$ cat src/rtl/alu_seq_core.sv
// Registered 8-bit ALU with an 8-iteration shift-add multiplier and valid/ready handshakes.
// Each completed result is held with its operands and opcode until the consumer accepts it.
module alu_seq_core (
    input  logic       clk,
    input  logic       rst_n,
    input  logic       in_valid,
    output logic       in_ready,
    input  logic [7:0] a_in,
    input  logic [7:0] b_in,
    input  logic [4:0] choice_in,
    output logic       out_valid,
    input  logic       out_ready,
    output logic [7:0] a_q,
    output logic [7:0] b_q,
    output logic [4:0] choice_q,
    output logic [7:0] result,
    output logic       carry_out,
    output logic [7:0] product_hi
);

    localparam logic [4:0] OP_ADD = 5'b00000;
    localparam logic [4:0] OP_SUB = 5'b00001;
    localparam logic [4:0] OP_MUL = 5'b00010;
    localparam logic [4:0] OP_AND = 5'b00011;
    localparam logic [4:0] OP_OR  = 5'b00100;
    localparam logic [4:0] OP_XOR = 5'b00101;
    localparam logic [4:0] OP_INC = 5'b01111;
    localparam logic [4:0] OP_DEC = 5'b10000;

    typedef enum logic [1:0] {
        S_IDLE = 2'd0,
        S_MUL  = 2'd1,
        S_DONE = 2'd2
    } state_t;

    state_t      state_q, state_d;
    logic        in_ready_d, out_valid_d;
    logic [7:0]  a_d, b_d, result_d, product_hi_d;
    logic [4:0]  choice_d;
    logic        carry_d;
    logic [15:0] acc_q, acc_d;
    logic [15:0] mcand_q, mcand_d;
    logic [7:0]  mplier_q, mplier_d;
    logic [2:0]  cnt_q, cnt_d;
    logic [15:0] acc_sum;

    // Returns {carry, result}; SUB/DEC bit 8 of the 9-bit difference is the borrow.
    function automatic logic [8:0] alu_single(input logic [7:0] a, input logic [7:0] b,
                                              input logic [4:0] op);
        logic [8:0] r;
        r = 9'd0;
        case (op)
            OP_ADD:  r = {1'b0, a} + {1'b0, b};
            OP_SUB:  r = {1'b0, a} - {1'b0, b};
            OP_AND:  r = {1'b0, a & b};
            OP_OR:   r = {1'b0, a | b};
            OP_XOR:  r = {1'b0, a ^ b};
            OP_INC:  r = {1'b0, a} + 9'd1;
            OP_DEC:  r = {1'b0, a} - 9'd1;
            default: r = 9'd0;
        endcase
        return r;
    endfunction

    assign acc_sum = acc_q + (mplier_q[0] ? mcand_q : 16'd0);

    // NOTE: sequential state uses non-blocking assignments so every flop samples pre-edge values.
    always_ff @(posedge clk or negedge rst_n) begin
        if (!rst_n) begin
            state_q    <= S_IDLE;
            in_ready   <= 1'b1;
            out_valid  <= 1'b0;
            a_q        <= 8'h00;
            b_q        <= 8'h00;
            choice_q   <= 5'b00000;
            result     <= 8'h00;
            carry_out  <= 1'b0;
            product_hi <= 8'h00;
            acc_q      <= 16'h0000;
            mcand_q    <= 16'h0000;
            mplier_q   <= 8'h00;
            cnt_q      <= 3'd0;
        end else begin
            state_q    <= state_d;
            in_ready   <= in_ready_d;
            out_valid  <= out_valid_d;
            a_q        <= a_d;
            b_q        <= b_d;
            choice_q   <= choice_d;
            result     <= result_d;
            carry_out  <= carry_d;
            product_hi <= product_hi_d;
            acc_q      <= acc_d;
            mcand_q    <= mcand_d;
            mplier_q   <= mplier_d;
            cnt_q      <= cnt_d;
        end
    end

    // NOTE: each always_comb assigns defaults first so no path leaves a signal unassigned (no latches).
    always_comb begin
        state_d = state_q;
        case (state_q)
            S_IDLE:  if (in_valid) state_d = (choice_in == OP_MUL) ? S_MUL : S_DONE;
            S_MUL:   if (cnt_q == 3'd7) state_d = S_DONE;
            S_DONE:  if (out_ready) state_d = S_IDLE;
            default: state_d = S_IDLE;
        endcase
    end

    always_comb begin
        a_d          = a_q;
        b_d          = b_q;
        choice_d     = choice_q;
        result_d     = result;
        carry_d      = carry_out;
        product_hi_d = product_hi;
        acc_d        = acc_q;
        mcand_d      = mcand_q;
        mplier_d     = mplier_q;
        cnt_d        = cnt_q;
        case (state_q)
            S_IDLE: begin
                if (in_valid) begin
                    a_d      = a_in;
                    b_d      = b_in;
                    choice_d = choice_in;
                    if (choice_in == OP_MUL) begin
                        acc_d    = 16'h0000;
                        mcand_d  = {8'h00, a_in};
                        mplier_d = b_in;
                        cnt_d    = 3'd0;
                    end else begin
                        {carry_d, result_d} = alu_single(a_in, b_in, choice_in);
                        product_hi_d        = 8'h00;
                    end
                end
            end
            S_MUL: begin
                acc_d    = acc_sum;
                mcand_d  = mcand_q << 1;
                mplier_d = mplier_q >> 1;
                cnt_d    = cnt_q + 3'd1;
                // Visible outputs only change once the product is complete.
                if (cnt_q == 3'd7) begin
                    result_d     = acc_sum[7:0];
                    product_hi_d = acc_sum[15:8];
                    carry_d      = |acc_sum[15:8];
                end
            end
            default: ;
        endcase
        in_ready_d  = (state_d == S_IDLE);
        out_valid_d = (state_d == S_DONE);
    end

endmodule
$ cat config.mk
export PLATFORM = sky130hd
export DESIGN_NAME = alu_seq_core
export DESIGN_NICKNAME = d
export VERILOG_FILES = /design/src/rtl/alu_seq_core.sv
export SDC_FILE = /design/constraint.sdc
export NUM_CORES = 1
export LEC_CHECK = 0
export ABC_AREA = 1
export CORE_MARGIN = 1.5
export CORE_UTILIZATION = 55
export DETAILED_ROUTE_END_ITERATION = 7
export PLACE_DENSITY = 0.78
export SLEW_MARGIN = 10
export SYNTH_ARGS = -nofsm -noshare
export SYNTH_HDL_FRONTEND = slang
export SYNTH_SLANG_ARGS = --single-unit
export TNS_END_PERCENT = 20
$ cat constraint.sdc
create_clock -name clk -period 3.81 [get_ports clk]
set_clock_uncertainty 0.2 [all_clocks]
set_input_delay 0.762 -clock clk [delete_from_list [all_inputs] [get_ports clk]]
set_output_delay 0.762 -clock clk [all_outputs]
set_load 0.005 [all_outputs]
* Word level (Yosys, flattened, before mapping)
Cells that the tools add are included.
** Storage, ports and cells
- Flip-flop bits (word level) :: 85
- Input bits :: 25
- Output and inout port bits :: 40
- Logic and storage cells :: 76
** Operators by class
- Add/subtract/negate cells :: 6
- Equal/unequal tests :: 15
- Mux-type cells :: 31
- Bitwise logic cells :: 3
- Reductions and logical operators :: 8
** Operators with widths (number)
- two-way mux 16 bit :: 5
- two-way mux 8 bit :: 8
- one-hot mux 16 bit (2 select lines) :: 2
- one-hot mux 9 bit (7 select lines) :: 1
- one-hot mux 8 bit (2 select lines) :: 3
- adder 16 bit :: 1
- == test 5 x 2 -> 1 bit (second input constant) :: 2
- == test 5 x 3 -> 1 bit (second input constant) :: 2
- adder 8 x 1 -> 9 bit (second input constant) :: 1
- adder 8 x 8 -> 9 bit :: 1
- subtractor 8 x 1 -> 9 bit (second input constant) :: 1
- subtractor 8 x 8 -> 9 bit :: 1
- bitwise AND 8 bit :: 1
- two-way mux 2 bit :: 4
- != test 2 bit (second input constant) :: 4
- OR 8 bit :: 1
- OR reduction 8 bit :: 1
- bitwise XOR 8 bit :: 1
- two-way mux 3 bit :: 2
- one-hot mux 2 bit (3 select lines) :: 1
- one-hot mux 3 bit (2 select lines) :: 1
- == test 5 x 1 -> 1 bit (second input constant) :: 1
- == test 5 x 4 -> 1 bit (second input constant) :: 1
- == test 5 bit (second input constant) :: 1
- 12 further kinds :: 16

* Logic depth before layout (Yosys ltp)
Gate-level depths: netlist of the first run.
- Depth in word-level cells :: 5
- Gate-level depth with buffers :: 20

* Worst setup path before layout of the first run
Ideal clock, no wire load.
- Kind :: input-to-reg
- Start point :: in choice_in[1]
- End point :: reg result[6]
- Library setup time :: 0.077 ns
- Arrival time :: 2.784 ns
- Setup slack :: 0.748 ns
- Cell stages on the path :: 18
- Buffers on the path :: 0
- Cells stage by stage :: nor3_2 > nand2_4 > inv_2 > nor2_4 > inv_4 > nand2_4 > o22ai_1 > inv_1 > fa_1 > o21ai_0 > nand2_1 > nand2_1 > a21oi_1 > nand2_1 > nand2_1 > o21ai_0 > nand2_1 > a21oi_1
** On the way
- Word-level cells in the longest chain between the ends :: 5
** RTL lines
- start, declared :: RTL line 10 : input logic [4:0] choice_in,
- == test 5 bit, or another cell as far along :: RTL line 52 : case (op)
- one-hot mux 9 bit (7 select lines) :: RTL line 52
- two-way mux 8 bit :: RTL line 128 : if (choice_in == OP_MUL) begin
- two-way mux 8 bit :: RTL line 124 : if (in_valid) begin
- one-hot mux 8 bit (2 select lines) :: RTL line 122 : case (state_q)
- end signal, assigned :: RTL line 90 : result <= result_d;
- end, declared :: RTL line 16 : output logic [7:0] result,
Several ways; a longest one is shown, not always the timed one. The select of a mux whose other input is x is not followed.
A chain may end at the register's enable or synchronous reset.

* Worst setup path after layout of the first run
Ends and elaborated chain as after synthesis.

==> impl_metrics.yaml, run 1 <==
yosys:
  yosysWarnings: 0
  synth_edf_count: 0
  synth_cell_type_count: 43
  yosys.area.top_type_share_pct: 37.2
  syn_inst: 774
  ys_ff_latch: 85
  synthesis.nets: 844
  syn_area_um2: 5650
  synth_flop_cell: "dfrtp_1"
  async_flop_share_pct: 100
  ys_seq_area_share_pct: 37.6
  synth_area_leaders: "dfrtp_1 (37%), nand2_1 (16%), ha_1 (9.5%)"
  syn_area_per_cell_um2: 7.31
  synth_top_area_cell: "dfrtp_1"
floorplan:
  die-width_um: 104
  core_um2: 9860
  io_pins: 65
  rows: 36
  die_y_um: 104
  start_util_pct: 57.3
  dieArea_um2: 10900
detailed_routing:
  drtPass1Iterations: 5
  wirelength_mm: 15.2
  wl_per_cell_um: 15.4
  drc: 0
  vias: 5313
  vias_per_cell: 5.39
  drtAntennaViolNets: 0
  drt_iter0_drc: 405
placed_design:
  gp_congestion: 0.944
  placed_cell_area_um2: 6520
  place_inst: 970
  dp_hpwl_mm: 11.5
  portBuffers: 64
  pre_cts_slack_ns: -0.000191
finish:
  final_cells: 986
  nets: 918
  utilization_pct: 68.1
  multi_input_area_um2: 2950
  fill_cells: 829
  drive_gt1_share_pct: 7.85
  n_antenna_cell: 0
  area_growth_pct: 18.8
  regArea_um2: 2130
  design_area_um2: 6720
timing:
  fmax_mhz: 286
  hold_viol: 0
  drv_slew: 0
  holdWs_ns: 0.194
  final-setup-viol-count: 0
  setup_ws_ns: 0.319
  post-route-min-period_ns: 3.49
  rsz0062_at_grt: "no"
  setup_tns_ns: 0
  max_slew_margin_pct: 65.5
  tightest_slew_ns: 0.515
  fin_crit_sh_pct: 91.6
global_route:
  grt_start_max_net_pins: 86
  grt_first_pass_wirelength_mm: 25.6
  grt.overflow.total: 0
  grt_antenna_before_repair: 0
  grt_pass1_vias: 5321
  globalRouteTotalUtil_pct: 29.4
critical_path:
  timing.critical_path.from_type: "primary input"
  crit_required_ns: 3.91
  arrival_ns: 3.59
  cp-end-kind: "register"
  path_class: "primary input to register"
  crit_fanout: 5
clocking:
  cts_buffers: 9
  cts_setup_buffers: 0
  clock_latency_ns: 0.37
  cts_num_sinks: 85
  cts_root_buffer: "clkbuf_8"
  cts.repair.resized: 0
  cts.reportedPaths.clkPinSlew_ns: 0.09
  htreeDepth: 3
  clk_path_buf_depth: 2
  postCtsHoldBufs: 0
  cts_tree: "yes"
worst_hold_path:
  hp-class: "primary input to asynchronous set/reset pin"
status:
  outcome: "finished, final reports clean"
run:
  drv_cap: 0
power_and_ir_drop:
  p_leak_nw: 3.58
  max-vdd-ir-drop_v: 0.000327
  powerDensity_nw_per_um2: 687
  power.total_mw: 4.61
layer usage:
layer / vias to the layer above / global-route usage, % / part of all wire [%]
met1: 2480 / 39.4 / 45
li1: 2641 / - / -
met4: 0 / 10.0 / 1.9
met2: 168 / 48.9 / 47
met3: 24 / 4.14 / 5.3
met5: - / 0 / 0
path summary, 6_finish.rpt:
check                                  to  cells past startpoint    startpoint  slack (ns)
worst max register to register  carry_out                     15   mplier_q[0]        1.14
worst min-delay path               b_q[0]                      2         rst_n        0.19
worst max-delay path            result[6]                     19  choice_in[1]        0.32
min in group clk                 cnt_q[0]                      1      cnt_q[0]        0.29
worst min register to register   cnt_q[0]                      1      cnt_q[0]        0.29
max in group asynchronous        in_ready                      2         rst_n        2.82
cell type report:
cell class / instances / area share, %
well taps: 133 / 2.48
multi-input cells: 543 / 43.9
clock buffers: 9 / 1.84
repair buffers: 86 / 12.1
inverters: 123 / 6.91
flip-flops and latches: 85 / 31.7
clock inverters: 7 / 1.10
power by group:
part           internal, mW  switching, mW  total, mW
Clock                 0.306          0.355      0.662
Combinational          1.02           1.39       2.41
Sequential             1.30          0.246       1.54
Total                  2.62           1.99       4.61
cell families (layout without fill, tap and decap cells):
kind of cell | count (synthesis) | in the layout | synth area share, %
buffers and inverters | 146 | 225 | 10.3
and+or+nand+nor | 360 | 360 | 27.1
AOI/OAI and AO/OA | 133 | 133 | 13.9
adders and majority gates | 45 | 45 | 10.2
DFF | 85 | 85 | 37.6
xor gates and xnor gates | 5 | 5 | 0.774
registers in the layout, summed over array words and instances, names as in the netlist:
name,cells
product_hi,8
carry_out,1
state_q,2
choice_q,5
result,8
in_ready,1
a_q,8
out_valid,1
cnt_q,3
mplier_q,8
acc_q,16
b_q,8
mcand_q,16
critical path: stages:
cell	delay, ns
clkdlybuf4s50_1	0.51
nor2_1	0.20
nand3_1	0.14
nand2_1	0.14
nor2_4	0.05
inv_4	0.06
nand2_4	0.04
o22ai_1	0.16
inv_1	0.09
fa_1	0.43
o21ai_0	0.19
nand2_1	0.09
nand2_1	0.12
a21oi_1	0.11
nand2_1	0.07
nand2_1	0.04
o21ai_0	0.17
nand2_1	0.07
a21oi_1	0.13
Yosys cell counts, drive strengths merged (2+ instances only):
cell and n:
a21o 2, a21oi 27, a31o 2, a31oi 7
and2 3, buf 11, clkbuf 12, dfrtp 84
fa 2, ha 43, inv 122, nand2 239
nand3 51, nand3b 3, nand4 7, nor2 50
nor3 4, o2111ai 4, o211ai 14, o21ai 62
o21bai 2, o22ai 11, or2 3, xor2 4
placed cells by master (no fill, tap or decap), types with 2 or more instances in the layout:
| cell | synthesis | final |
|---|---|---|
| inv_2 | 2 | 2 |
| a21oi_1 | 25 | 25 |
| nand3_2 | 2 | 2 |
| a31oi_1 | 7 | 7 |
| nand3b_1 | 3 | 3 |
| a31o_2 | 2 | 2 |
| nand2_1 | 235 | 235 |
| xor2_1 | 4 | 4 |
| clkbuf_8 | 0 | 9 |
| ha_1 | 43 | 43 |
| clkdlybuf4s50_1 | 0 | 63 |
| and2_1 | 3 | 3 |
| nand4_1 | 5 | 5 |
| o22ai_1 | 11 | 11 |
| o2111ai_1 | 4 | 4 |
| o21ai_2 | 5 | 5 |
| or2_2 | 2 | 2 |
| buf_4 | 2 | 22 |
| clkinv_2 | 0 | 2 |
| fa_1 | 2 | 2 |
| o21ai_0 | 56 | 56 |
| nand4_2 | 2 | 2 |
| nor3_1 | 3 | 3 |
| nor2_4 | 2 | 2 |
| nand3_1 | 49 | 49 |
| a21oi_2 | 2 | 2 |
| nor2_1 | 48 | 47 |
| inv_1 | 119 | 119 |
| nand2_4 | 3 | 3 |
| a21o_1 | 2 | 2 |
| dfrtp_1 | 84 | 84 |
| o211ai_1 | 14 | 14 |
| o21bai_1 | 2 | 2 |
| inv_6 | 0 | 2 |
Power figures use the tool's default switching activity.
==> run 2, diff against run 1 <==
--- a/config.mk
+++ b/config.mk
@@ -6,7 +6,6 @@
 export NUM_CORES = 1
 export LEC_CHECK = 0
 export ABC_AREA = 1
-export CORE_MARGIN = 1.5
 export CORE_UTILIZATION = 55
 export DETAILED_ROUTE_END_ITERATION = 7
 export PLACE_DENSITY = 0.78
==> impl_metrics.yaml, run 2 (synthesis results as in run 1) <==
clocking:
  clk_path_buf_depth: 2
  cts_buffers: 9
  htreeDepth: 3
  cts.reportedPaths.clkPinSlew_ns: 0.09
  cts_setup_buffers: 0
  clock_latency_ns: 0.35
  cts.repair.resized: 0
  cts_root_buffer: "clkbuf_8"
  postCtsHoldBufs: 0
  cts_tree: "yes"
  cts_num_sinks: 85
placed_design:
  portBuffers: 64
  gp_congestion: 0.927
  placed_cell_area_um2: 6460
  pre_cts_slack_ns: -0.0525
  place_inst: 964
  dp_hpwl_mm: 11.5
critical_path:
  cp_cell_sequence: "clkdlybuf4s50_1 -> nor2_1 -> nand3_1 -> nand2_1 -> nor2_4 -> buf_4 -> o21ai_0 -> o21ai_0 -> ha_1 -> nand3_1 -> nand2_1 -> nand2_1 -> o21bai_1 -> nand2_1 -> nand2_1 -> o21ai_0 -> a21oi_1 -> o21ai_1"
  reg2reg_depth: 15
  r2r_start: "mplier_q[0]"
  r2r_slack_ns: 0.94
  cp-end-kind: "register"
  critPathSlowestCell: "clkdlybuf4s50_1"
  timing.critical_path.from_type: "primary input"
  arrival_ns: 3.57
  path_class: "primary input to register"
  crit_fanout: 6
  critPathMaxStageDelay_ns: 0.51
  crit_top_cell: "nand2_1"
  rr_endpoint: "carry_out"
  crit_required_ns: 3.84
floorplan:
  rows: 36
  die-width_um: 103
  start_util_pct: 57.3
  die_y_um: 103
  core_um2: 9860
  io_pins: 65
  dieArea_um2: 10700
finish:
  layout_common_cells: "nand2_1 (235), inv_1 (119), dfrtp_1 (84)"
  drive_gt1_share_pct: 7.20
  nets: 912
  n_antenna_cell: 0
  largestRegisters: "acc_q (16), mcand_q (16)"
  final_common_cell: "nand2_1"
  final_cells: 980
  design_area_um2: 6650
  area_growth_pct: 17.6
power_and_ir_drop:
  powerDensity_nw_per_um2: 688
  p_leak_nw: 3.53
  max-vdd-ir-drop_v: 0.000358
global_route:
  grt_pass1_vias: 5199
  grt_start_max_net_pins: 86
  grt.overflow.total: 0
  globalRouteTotalUtil_pct: 30.5
  grt_antenna_before_repair: 0
  grt_first_pass_wirelength_mm: 24.8
timing:
  hold_viol: 0
  fin_crit_sh_pct: 92.9
  drv_slew: 0
  holdWs_ns: 0.290
  final-setup-viol-count: 0
  setup_tns_ns: 0
  tightest_slew_ns: 1.08
  max_slew_margin_pct: 27.9
  fmax_mhz: 282
  post-route-min-period_ns: 3.54
  rsz0062_at_grt: "no"
  setup_ws_ns: 0.269
status:
  outcome: "finished, final reports clean"
worst_hold_path:
  hp-class: "register to register"
  holdPathEnd: "product_hi[4]"
  hp-start: "product_hi[4]"
  min_path_cells: 2
detailed_routing:
  vias: 5331
  drtAntennaViolNets: 0
  wl_per_cell_um: 15.3
  wl_met1_mm: 6.87
  wl_met3_um: 759
  vias_per_cell: 5.44
  topRoutingLayerUsed: "met4"
  drc: 0
  wl_met2_mm: 7.00
  wirelength_mm: 15.0
  drt_iter0_drc: 226
  drtPass1Iterations: 4
run:
  drv_cap: 0
run 2: cell count changes in the layout (fill, tap and decap cells not counted):
cell        delta
inv_6          -1
buf_12         -1
bufinv_16      -1
clkinvlp_4     +1
clkinv_4       +1
buf_4          -5
clkbuf_8       +1
clkinv_2       -1
run 2: per-layer routing:
metal / global-route usage, % / vias to the layer above
met2: 50.1 / 148
met3: 4.23 / 33
li1: - / 2628
met1: 40.7 / 2522
met5: 0 / -
met4: 11.9 / 0
run 2: metrics by stage:
step                      power, mW  utilization [%]
after global placement         3.85             65.5
final                          4.58             67.4
after global routing           4.99             67.4
after detailed placement       3.95             65.5
after CTS                      4.58             67.4
after floorplan                3.07                -
run 2: final cells by class:
| class | count | area [um2] |
|---|---|---|
| clock buffers | 10 | 138 |
| clock inverters | 6 | 46.3 |
| fillers | 890 | 3220 |
| inverters | 123 | 464 |
| multi-input cells | 543 | 2950 |
| flip-flops and latches | 85 | 2130 |
| well taps | 133 | 166 |
| repair buffers | 80 | 758 |
run 2: critical path, delay by kind of cell:
kind | cells | cell delay, ns
buffers and inverters | 2 | 0.66
adder cells (fa/ha/maj) | 1 | 0.36
AO/OA/AOI/OAI | 6 | 0.79
AND/OR/NAND/NOR | 9 | 1.01
run 2: report_power, final:
group | total, mW | switching [mW] | internal [mW]
clock network | 0.611 | 0.353 | 0.258
registers | 1.55 | 0.256 | 1.30
logic | 2.41 | 1.40 | 1.01
run 2: worst max path at each step:
stage	from	end	slack [ns]	cells after the start
after global placement	b_in[2]	carry_out	0.03	16
after floorplan	choice_in[1]	result[6]	0.75	18
after CTS	choice_in[1]	result[5]	0.32	19
after global routing	b_in[0]	result[7]	0.02	17
final	choice_in[1]	result[5]	0.27	18
after detailed placement	choice_in[1]	result[5]	-0.05	18
